File: src/rtl/pipe_pkg.sv
// pipe_pkg: shared definitions for the pipeline stage register.
//   - pipe_state_t : occupancy FSM encoding (EMPTY / ONE / FULL)
//   - PIPE_DATA_W / PIPE_CTRL_W : default payload widths
//   - PERF_CNT_W / sat_inc : width and saturating increment for the
//     optional performance counters (PIPE_STAGE_PERF_EN)
package pipe_pkg;

  localparam int PIPE_DATA_W = 64;
  localparam int PIPE_CTRL_W = 16;
  localparam int PERF_CNT_W  = 16;

  typedef enum logic [1:0] {
    ST_EMPTY = 2'd0,
    ST_ONE   = 2'd1,
    ST_FULL  = 2'd2
  } pipe_state_t;

  function automatic logic [PERF_CNT_W-1:0] sat_inc(input logic [PERF_CNT_W-1:0] v);
    return (v == '1) ? v : v + 1'b1;
  endfunction

endpackage

File: src/rtl/perf_sat_counter.sv
// perf_sat_counter: pair of 16-bit saturating event counters for the
// pipeline stage register. Only exists when PIPE_STAGE_PERF_EN is defined.
// Ports:
//   clk, reset            : clock, async active-low reset (clears counts)
//   i_inc_bubble          : one bubble was pushed this cycle
//   i_inc_backpressure    : head entry stalled this cycle
//   o_bubble_cnt          : bubble count, saturates at all-ones
//   o_backpressure_cnt    : stall-cycle count, saturates at all-ones
`ifdef PIPE_STAGE_PERF_EN
module perf_sat_counter
  import pipe_pkg::*;
(
  input  logic                  clk,
  input  logic                  reset,
  input  logic                  i_inc_bubble,
  input  logic                  i_inc_backpressure,
  output logic [PERF_CNT_W-1:0] o_bubble_cnt,
  output logic [PERF_CNT_W-1:0] o_backpressure_cnt
);

  logic [PERF_CNT_W-1:0] r_bubble_cnt;
  logic [PERF_CNT_W-1:0] r_backpressure_cnt;

  always_ff @(posedge clk or negedge reset) begin
    if (!reset) begin
      r_bubble_cnt       <= '0;
      r_backpressure_cnt <= '0;
    end else begin
      if (i_inc_bubble)       r_bubble_cnt       <= sat_inc(r_bubble_cnt);
      if (i_inc_backpressure) r_backpressure_cnt <= sat_inc(r_backpressure_cnt);
    end
  end

  assign o_bubble_cnt       = r_bubble_cnt;
  assign o_backpressure_cnt = r_backpressure_cnt;

endmodule
`endif

File: src/rtl/pipe_stage_reg.sv
// pipe_stage_reg: two-entry (main + skid) pipeline stage register with
// hazard-bubble insertion and flush. Outputs always come from the main entry.
// Optional feature macro: PIPE_STAGE_PERF_EN adds perf_bubble_cnt and
// perf_backpressure_cnt (saturating 16-bit) via perf_sat_counter.
// Ports:
//   clk, reset             : clock (rising edge), async active-low reset
//   in_valid/in_ready      : upstream handshake
//   in_data/in_ctrl        : upstream datapath / control payload
//   in_bubble              : stall hazard, push a bubble instead of accepting
//   in_flush               : drop all held entries (redirect)
//   out_valid/out_ready    : downstream handshake
//   out_data/out_ctrl      : head entry payload
//   out_bubble             : head entry is an inserted bubble
module pipe_stage_reg
  import pipe_pkg::*;
#(
  parameter int DATA_W = PIPE_DATA_W,
  parameter int CTRL_W = PIPE_CTRL_W
) (
  input  logic              clk,
  input  logic              reset,
  input  logic              in_valid,
  output logic              in_ready,
  input  logic [DATA_W-1:0] in_data,
  input  logic [CTRL_W-1:0] in_ctrl,
  input  logic              in_bubble,
  input  logic              in_flush,
  output logic              out_valid,
  input  logic              out_ready,
  output logic [DATA_W-1:0] out_data,
  output logic [CTRL_W-1:0] out_ctrl,
  output logic              out_bubble
`ifdef PIPE_STAGE_PERF_EN
  ,
  output logic [PERF_CNT_W-1:0] perf_bubble_cnt,
  output logic [PERF_CNT_W-1:0] perf_backpressure_cnt
`endif
);

  pipe_state_t r_state, w_state_nxt;

  logic [DATA_W-1:0] r_main_data, r_skid_data, r_last_data;
  logic [CTRL_W-1:0] r_main_ctrl, r_skid_ctrl;
  logic              r_main_bubble, r_skid_bubble;

  logic              w_accept, w_bubble_push, w_push, w_pop;
  logic              w_load_main, w_load_skid, w_skid_to_main;
  logic [DATA_W-1:0] w_new_data;
  logic [CTRL_W-1:0] w_new_ctrl;

  assign in_ready      = (r_state != ST_FULL) & ~in_bubble & ~in_flush;
  assign w_accept      = in_valid & in_ready;
  assign w_bubble_push = in_bubble & ~in_flush & (r_state != ST_FULL);
  assign w_push        = w_accept | w_bubble_push;
  assign out_valid     = (r_state != ST_EMPTY);
  assign w_pop         = out_valid & out_ready;

  // A bubble replays the last accepted datapath payload so downstream
  // operand muxes see stable values, but carries no control.
  assign w_new_data = w_bubble_push ? r_last_data : in_data;
  assign w_new_ctrl = w_bubble_push ? '0 : in_ctrl;

  always_ff @(posedge clk or negedge reset) begin
    if (!reset) r_state <= ST_EMPTY;
    else        r_state <= w_state_nxt;
  end

  always_comb begin
    w_state_nxt    = r_state;
    w_load_main    = 1'b0;
    w_load_skid    = 1'b0;
    w_skid_to_main = 1'b0;
    if (in_flush) begin
      w_state_nxt = ST_EMPTY;
    end else begin
      case (r_state)
        ST_EMPTY: begin
          if (w_push) begin
            w_state_nxt = ST_ONE;
            w_load_main = 1'b1;
          end
        end
        ST_ONE: begin
          if (w_push && w_pop) begin
            w_load_main = 1'b1;
          end else if (w_push) begin
            w_state_nxt = ST_FULL;
            w_load_skid = 1'b1;
          end else if (w_pop) begin
            w_state_nxt = ST_EMPTY;
          end
        end
        ST_FULL: begin
          if (w_pop) begin
            w_state_nxt    = ST_ONE;
            w_skid_to_main = 1'b1;
          end
        end
        default: w_state_nxt = ST_EMPTY;
      endcase
    end
  end

  always_ff @(posedge clk or negedge reset) begin
    if (!reset) begin
      r_main_data   <= '0;
      r_main_ctrl   <= '0;
      r_main_bubble <= 1'b0;
      r_skid_data   <= '0;
      r_skid_ctrl   <= '0;
      r_skid_bubble <= 1'b0;
      r_last_data   <= '0;
    end else begin
      if (in_flush) begin
        // Payload data is held; only control and bubble flags are killed.
        r_main_ctrl   <= '0;
        r_main_bubble <= 1'b0;
        r_skid_ctrl   <= '0;
        r_skid_bubble <= 1'b0;
      end else begin
        if (w_load_main) begin
          r_main_data   <= w_new_data;
          r_main_ctrl   <= w_new_ctrl;
          r_main_bubble <= w_bubble_push;
        end else if (w_skid_to_main) begin
          r_main_data   <= r_skid_data;
          r_main_ctrl   <= r_skid_ctrl;
          r_main_bubble <= r_skid_bubble;
        end
        if (w_load_skid) begin
          r_skid_data   <= w_new_data;
          r_skid_ctrl   <= w_new_ctrl;
          r_skid_bubble <= w_bubble_push;
        end
      end
      if (w_accept) r_last_data <= in_data;
    end
  end

  assign out_data   = r_main_data;
  assign out_ctrl   = r_main_ctrl;
  assign out_bubble = r_main_bubble;

`ifdef PIPE_STAGE_PERF_EN
  perf_sat_counter u_perf (
    .clk                (clk),
    .reset              (reset),
    .i_inc_bubble       (w_bubble_push),
    .i_inc_backpressure (out_valid & ~out_ready),
    .o_bubble_cnt       (perf_bubble_cnt),
    .o_backpressure_cnt (perf_backpressure_cnt)
  );
`else
  // No performance counters in this build.
`endif

endmodule

File: config.mk
export PLATFORM = sky130hd
export DESIGN_NAME = pipe_stage_reg
export DESIGN_NICKNAME = d
export VERILOG_FILES = /design/src/rtl/pipe_pkg.sv /design/src/rtl/perf_sat_counter.sv /design/src/rtl/pipe_stage_reg.sv
export SDC_FILE = /design/constraint.sdc
export NUM_CORES = 1
export LEC_CHECK = 0
export CELL_PAD_IN_SITES_DETAIL_PLACEMENT = 0
export CELL_PAD_IN_SITES_GLOBAL_PLACEMENT = 1
export CORE_ASPECT_RATIO = 1.5
export CORE_UTILIZATION = 39
export CTS_BUF_LIST = sky130_fd_sc_hd__clkbuf_4 sky130_fd_sc_hd__clkbuf_8
export DETAILED_ROUTE_END_ITERATION = 6
export PLACE_DENSITY_LB_ADDON = 0.25
export SLEW_MARGIN = 10
export SYNTH_ARGS = -nofsm -noshare
export SYNTH_HDL_FRONTEND = slang
export SYNTH_SLANG_ARGS = --single-unit
File: constraint.sdc
create_clock -name clk -period 1.6 [get_ports clk]
set_input_delay 0.16 -clock clk [delete_from_list [all_inputs] [get_ports clk]]
set_output_delay 0.16 -clock clk [all_outputs]
set_load 0.05 [all_outputs]
# == Word-level counts from Yosys, hierarchy flattened ==
# Index checks and enable logic that the tools add are counted.
# totals
register_bits,228
inputBits,86
output_inout_bits,83
# classes
n_eq_ne,7
mux,31
n_bitwise,9
reduce_logical,9
# op_table
operator,count
$mux W64,3
$mux W16,6
$mux W1,14
$mux W2,6
$ne A3 B3 Y1 const B,3
$and A1 B1 Y1,6
$pmux W2 S3,1
$reduce_bool A2 Y1,3
$ne A4 B4 Y1 const B,1
$reduce_and A2 Y1,2
$reduce_and A4 Y1,1
$reduce_bool A3 Y1,1
$eq A2 B1 Y1 const B,1
$eq A2 B2 Y1 const B,1
$logic_not A2 Y1,1
$ne A2 B2 Y1 const B,1
$not A1 Y1,2
$pmux W1 S2,1
$logic_and A1 B1 Y1,1
$or A1 B1 Y1,1

# == Logic depth before layout (Yosys ltp) ==
# logic_depth
depth_word,11
mapped_depth,8
mapped_depth_nobuf,4

# == Worst setup path after synthesis ==
# OpenSTA, ideal clock, no wires.
# synth_path
path_kind,flip-flop to flip-flop
startpoint,register r_state[1]
endpoint,register r_last_data[10]
setup_ns,0.125
arrival_ns,2.145
required_time_ns,1.475
slack_ns,-0.670
stages_incl_launch_ff,6
synth_period_minus_slack_ns,2.270
path_cell_list,dfrtp_1 > and2b_1 > nor3_2 > nand2_1 > buf_2 > mux2_2
# synth_via
elab_chain_cells,4
# synth_rtl
element,line,text
from (decl),pipe_stage_reg.sv:40,"pipe_state_t r_state, w_state_nxt;"
from (signal assigned),pipe_stage_reg.sv:65,else r_state <= w_state_nxt;
$ne A2 B2 Y1,pipe_stage_reg.sv:51,assign in_ready = (r_state != ST_FULL) & ~in_bubble & ~in_flush;
$and A1 B1 Y1 (2 in series),pipe_stage_reg.sv:51,
net in_ready,pipe_stage_reg.sv:23,"output logic in_ready,"
$and A1 B1 Y1,pipe_stage_reg.sv:52,assign w_accept = in_valid & in_ready;
to (signal assigned),pipe_stage_reg.sv:136,if (w_accept) r_last_data <= in_data;
to (decl),pipe_stage_reg.sv:42,"logic [DATA_W-1:0] r_main_data, r_skid_data, r_last_data;"
# The timed path passes the listed nets, and every way through them passes these cells.
# A chain may end at the register's enable or synchronous reset.

# == Final worst setup path ==
# layout_path
startpoint,register r_state[1]
endpoint,register r_skid_data[47]
# layout_via
elab_chain_cells,10
word_cells_on_any_way,16
cone_classes,eq/ne (2); mux (5); bitwise (6); reduce/logical (3)
# layout_rtl
element,line,text
$ne A2 B2 Y1,"pipe_stage_reg.sv:51, pipe_stage_reg.sv:53",
$and A1 B1 Y1 (2 in series),pipe_stage_reg.sv:51,
$and A1 B1 Y1,pipe_stage_reg.sv:52,
$or A1 B1 Y1,pipe_stage_reg.sv:54,assign w_push = w_accept | w_bubble_push;
$mux W1 / $logic_and A1 B1 Y1 (equally long branches),"pipe_stage_reg.sv:86, pipe_stage_reg.sv:84",
$mux W1,pipe_stage_reg.sv:84,if (w_push && w_pop) begin
$mux W1,pipe_stage_reg.sv:76,case (r_state)
$mux W1,pipe_stage_reg.sv:73,if (in_flush) begin
$reduce_and A2 Y1 (no line),--,
to (signal assigned),pipe_stage_reg.sv:131,r_skid_data <= w_new_data;
to (decl),pipe_stage_reg.sv:42,
# Parallel ways exist; a longest one is shown, timed or not.

==> metrics.yaml <==
outcome:
  run_status: "finished with violations"
  violations: "setup timing"
pwr:
  p_per_area_mw_per_mm2: 1180
  vdd_ir_drop_max_v: 0.000748
  p_leak_nw: 7.12
floorplan:
  io_pins: 169
  initial_core_utilization_pct: 39.7
  die_area_sq_mm: 0.0261
  die_width_um: 132
  floorplan.rows: 71
  core_area_sq_mm: 0.0251
  die_height_um: 198
cells_and_area:
  final_layout_size_suffix_gt1_share_pct: 52.0
  area_growth_syn_to_layout_pct: 59.7
  ff_latch_area_sq_mm: 0.00571
  stdcell_count: 1482
  area_of_the_multi_input_gates_sq_mm: 0.00521
  finalNetCount: 1219
  filler_cell_count: 1938
  layout.cell_area.non_filler_sq_mm: 0.0159
routing:
  drt_wl_total_um: 32000
  first_pass_iters: 4
  detailedRoute.firstIterationViolations: 397
  route.detailed.vias_per_inst: 5.37
  vias_after_detailed_routing: 7959
  drt_drc_violations_left: 0
  routedWlPerCell_um: 21.6
  drt.antenna.violating_nets: 0
timing:
  fmax_mhz: 560
  fin_ws_ps: -186
  slew_viol_final: 0
  setup_viol: 225
  tightest_slew_margin_relative_to_the_limit_pct: 73.4
  tightestPinTransition_ps: 397
  post-route-min-period_ps: 1790
  layout_worst_path_cycle_share_pct: 112
  timing.final.hold_violations: 0
  setup_repair_after_global_routing_missed_its_margin: "true"
  fin_worst_skew_ps: 19.5
clocking:
  clock-sinks: 228
  clk-insertion-delay-late_ps: 540
  clock_tree_from_tritoncts: "yes"
  clk_path_buf_depth: 3
  cts_root_buf: "sky130_fd_sc_hd__clkbuf_8"
  cts_inserted_buffers: 38
  clock_tree.htree_level_count: 2
  clkTransAtPathRegs_ps: 60
grt:
  first_global_vias: 8008
  global_route_wire_length_before_repair_um: 44400
  largest_net_degree_at_the_start_of_global_routing: 69
  grt_antenna_before_repair: 2
  globalRouteTotalUtil_pct: 21.9
  grt-ovfl-total: 0
synth:
  syn_avg_cell_area_sq_um: 11.6
  synth_area_leader_cell: "sky130_fd_sc_hd__dfrtp_1"
  syn-num-nets: 943
  yosysWarningCount: 0
  ys_types: 32
  synth_ff_type: "sky130_fd_sc_hd__dfrtp_1"
  synth.yosys.seq_area_share_pct: 57.4
  postSynth.asyncResetShare_pct: 100
  synth_seq_cells: 228
  synth-edff-count: 0
  synthTopCellsByCount: "sky130_fd_sc_hd__dfrtp_1 (228), sky130_fd_sc_hd__nand2_1 (148), sky130_fd_sc_hd__o21ai_0 (83)"
  instance_count_of_the_mapped_netlist: 857
  synth.cell_area_sq_mm: 0.00994
  synth_area_leaders: "sky130_fd_sc_hd__dfrtp_1 (57%), sky130_fd_sc_hd__mux2_2 (7.2%), sky130_fd_sc_hd__mux2i_1 (7.1%)"
  synth_most_common_cell: "sky130_fd_sc_hd__dfrtp_1"
  synth_top_cell_area_share_pct: 57.4
worst_setup_path:
  end_kind: "flop"
  worst_r2r_startpoint: "r_state[1]"
  critical_path.startpoint_type: "flop"
  r2r_setup_slack_ps: -190
  maximum_fanout_along_the_worst_path: 6
  r2r_end: "r_skid_data[47]"
  crit_type: "flop to flop"
  critPathRequiredTime_ps: 2030
  arrival_time_of_the_worst_setup_path_ps: 2210
  rr_worst_depth: 7
placement:
  gpl.final_weighted_congestion: 0.751
  placement.io_buffers: 168
  dpl_cell_area_sq_mm: 0.0124
  dpl.cell_count: 1358
  hpwl_um: 16700
run:
  maxCapViolations: 0
min_path:
  min-delay-path-class: "primary input to async pin"
[critical path: stages, from the launching register on]
cell                        delay [ps]
sky130_fd_sc_hd__dfrtp_1           400
sky130_fd_sc_hd__or2_4             270
sky130_fd_sc_hd__buf_6             130
sky130_fd_sc_hd__nand3b_1          170
sky130_fd_sc_hd__buf_6             190
sky130_fd_sc_hd__clkbuf_16         180
sky130_fd_sc_hd__clkbuf_16         160
sky130_fd_sc_hd__o21ai_0           180
[worst max-delay path by stage]
stage          startpoint               to  slack, ps
2_1_floorplan  r_state[1]  r_last_data[13]       -330
3_3_place_gp    in_bubble      out_ctrl[4]       -310
3_5_place_dp     in_flush      out_data[7]       -350
4_1_cts        r_state[0]         in_ready       -160
5_1_grt        r_state[0]         in_ready       -230
6_report       r_state[1]  r_skid_data[47]       -190
[cell type report]
class                           instances  area share (%)
Sequential cell                       228            35.9
Timing Repair Buffer                  301            23.9
Antenna cell                            1          0.0158
Multi-Input combinational cell        563            32.8
Clock buffer                           57            4.55
Inverter                                1          0.0236
Tap cell                              328            2.59
Clock inverter                          3           0.134
[flip-flops by register name (all words and copies together) (netlist names)]
register / count
r_state: 2
r_last_data: 64
out_ctrl: 16
r_skid_data: 64
out_data: 64
r_skid_bubble: 1
out_bubble: 1
r_skid_ctrl: 16
[where the power goes]
group | internal, mW | switching [mW]
Sequential | 6.97 | 1.00
Clock | 2.86 | 2.31
Combinational | 2.49 | 3.08
Total | 12.3 | 6.40
[stage by stage]
stage	total power, mW	worst slack [ps]	util, %	hold WS [ps]	TNS, ps
CTS	18.0	-164	57.8	63.9	-16770
finish	18.7	-186	63.4	88.8	-21950
floorplan	10.5	-330	-	-136	-20410
global placement	12.1	-311	49.6	36.8	-51310
global route	19.6	-233	63.4	83.7	-31530
detailed placement	12.2	-346	49.6	35.5	-57480
[cells by family (layout without fill, tap and decap cells)]
logic type             after synthesis  after routing  share of synthesized area [%]
and+or+nand+nor                    257            259                           11.5
DFF                                228            228                           57.4
AOI/OAI and AO/OA                  169            169                           13.4
muxes                              135            135                           14.4
buffers and inverters               68            362                           3.37
other                                0              1                              0
[placed cells by master, fill, tap and decap left out, drive strengths merged, types with 2 or more instances in the layout]
cell and count:
inv 2, or3 2, nor3 3, clkbuf 75, mux2 64, or2 3
mux2i 71, bufbuf 4, o22ai 7, a221o 9, dfrtp 228, o21ai 83
buf 194, nor2 4, o211ai 64, nand2 149, clkdlybuf4s50 84, o31ai 2
nand3 82, nor3b 2, and3 10
[what timing repair did]
action                                 CTS  global route
pin swaps                                6            49
resized for setup                      145           252
cloned                                  18            25
setup endpoints to repair              168           227
buffers inserted                        13             8
hold buffers                             1             0
endpoints found under the hold margin  228             0
[metal layers]
layer,global-route usage [%],wire length [um],part of all wire [%],vias to the layer above
met5,0,17,0.053,-
met4,7.79,987,3.1,2
met3,3.82,1370,4.3,64
met2,39.3,17400,54,203
met1,26.3,12300,38,4043
li1,-,-,-,3647
No activity file was read; power rests on OpenSTA's default activity.
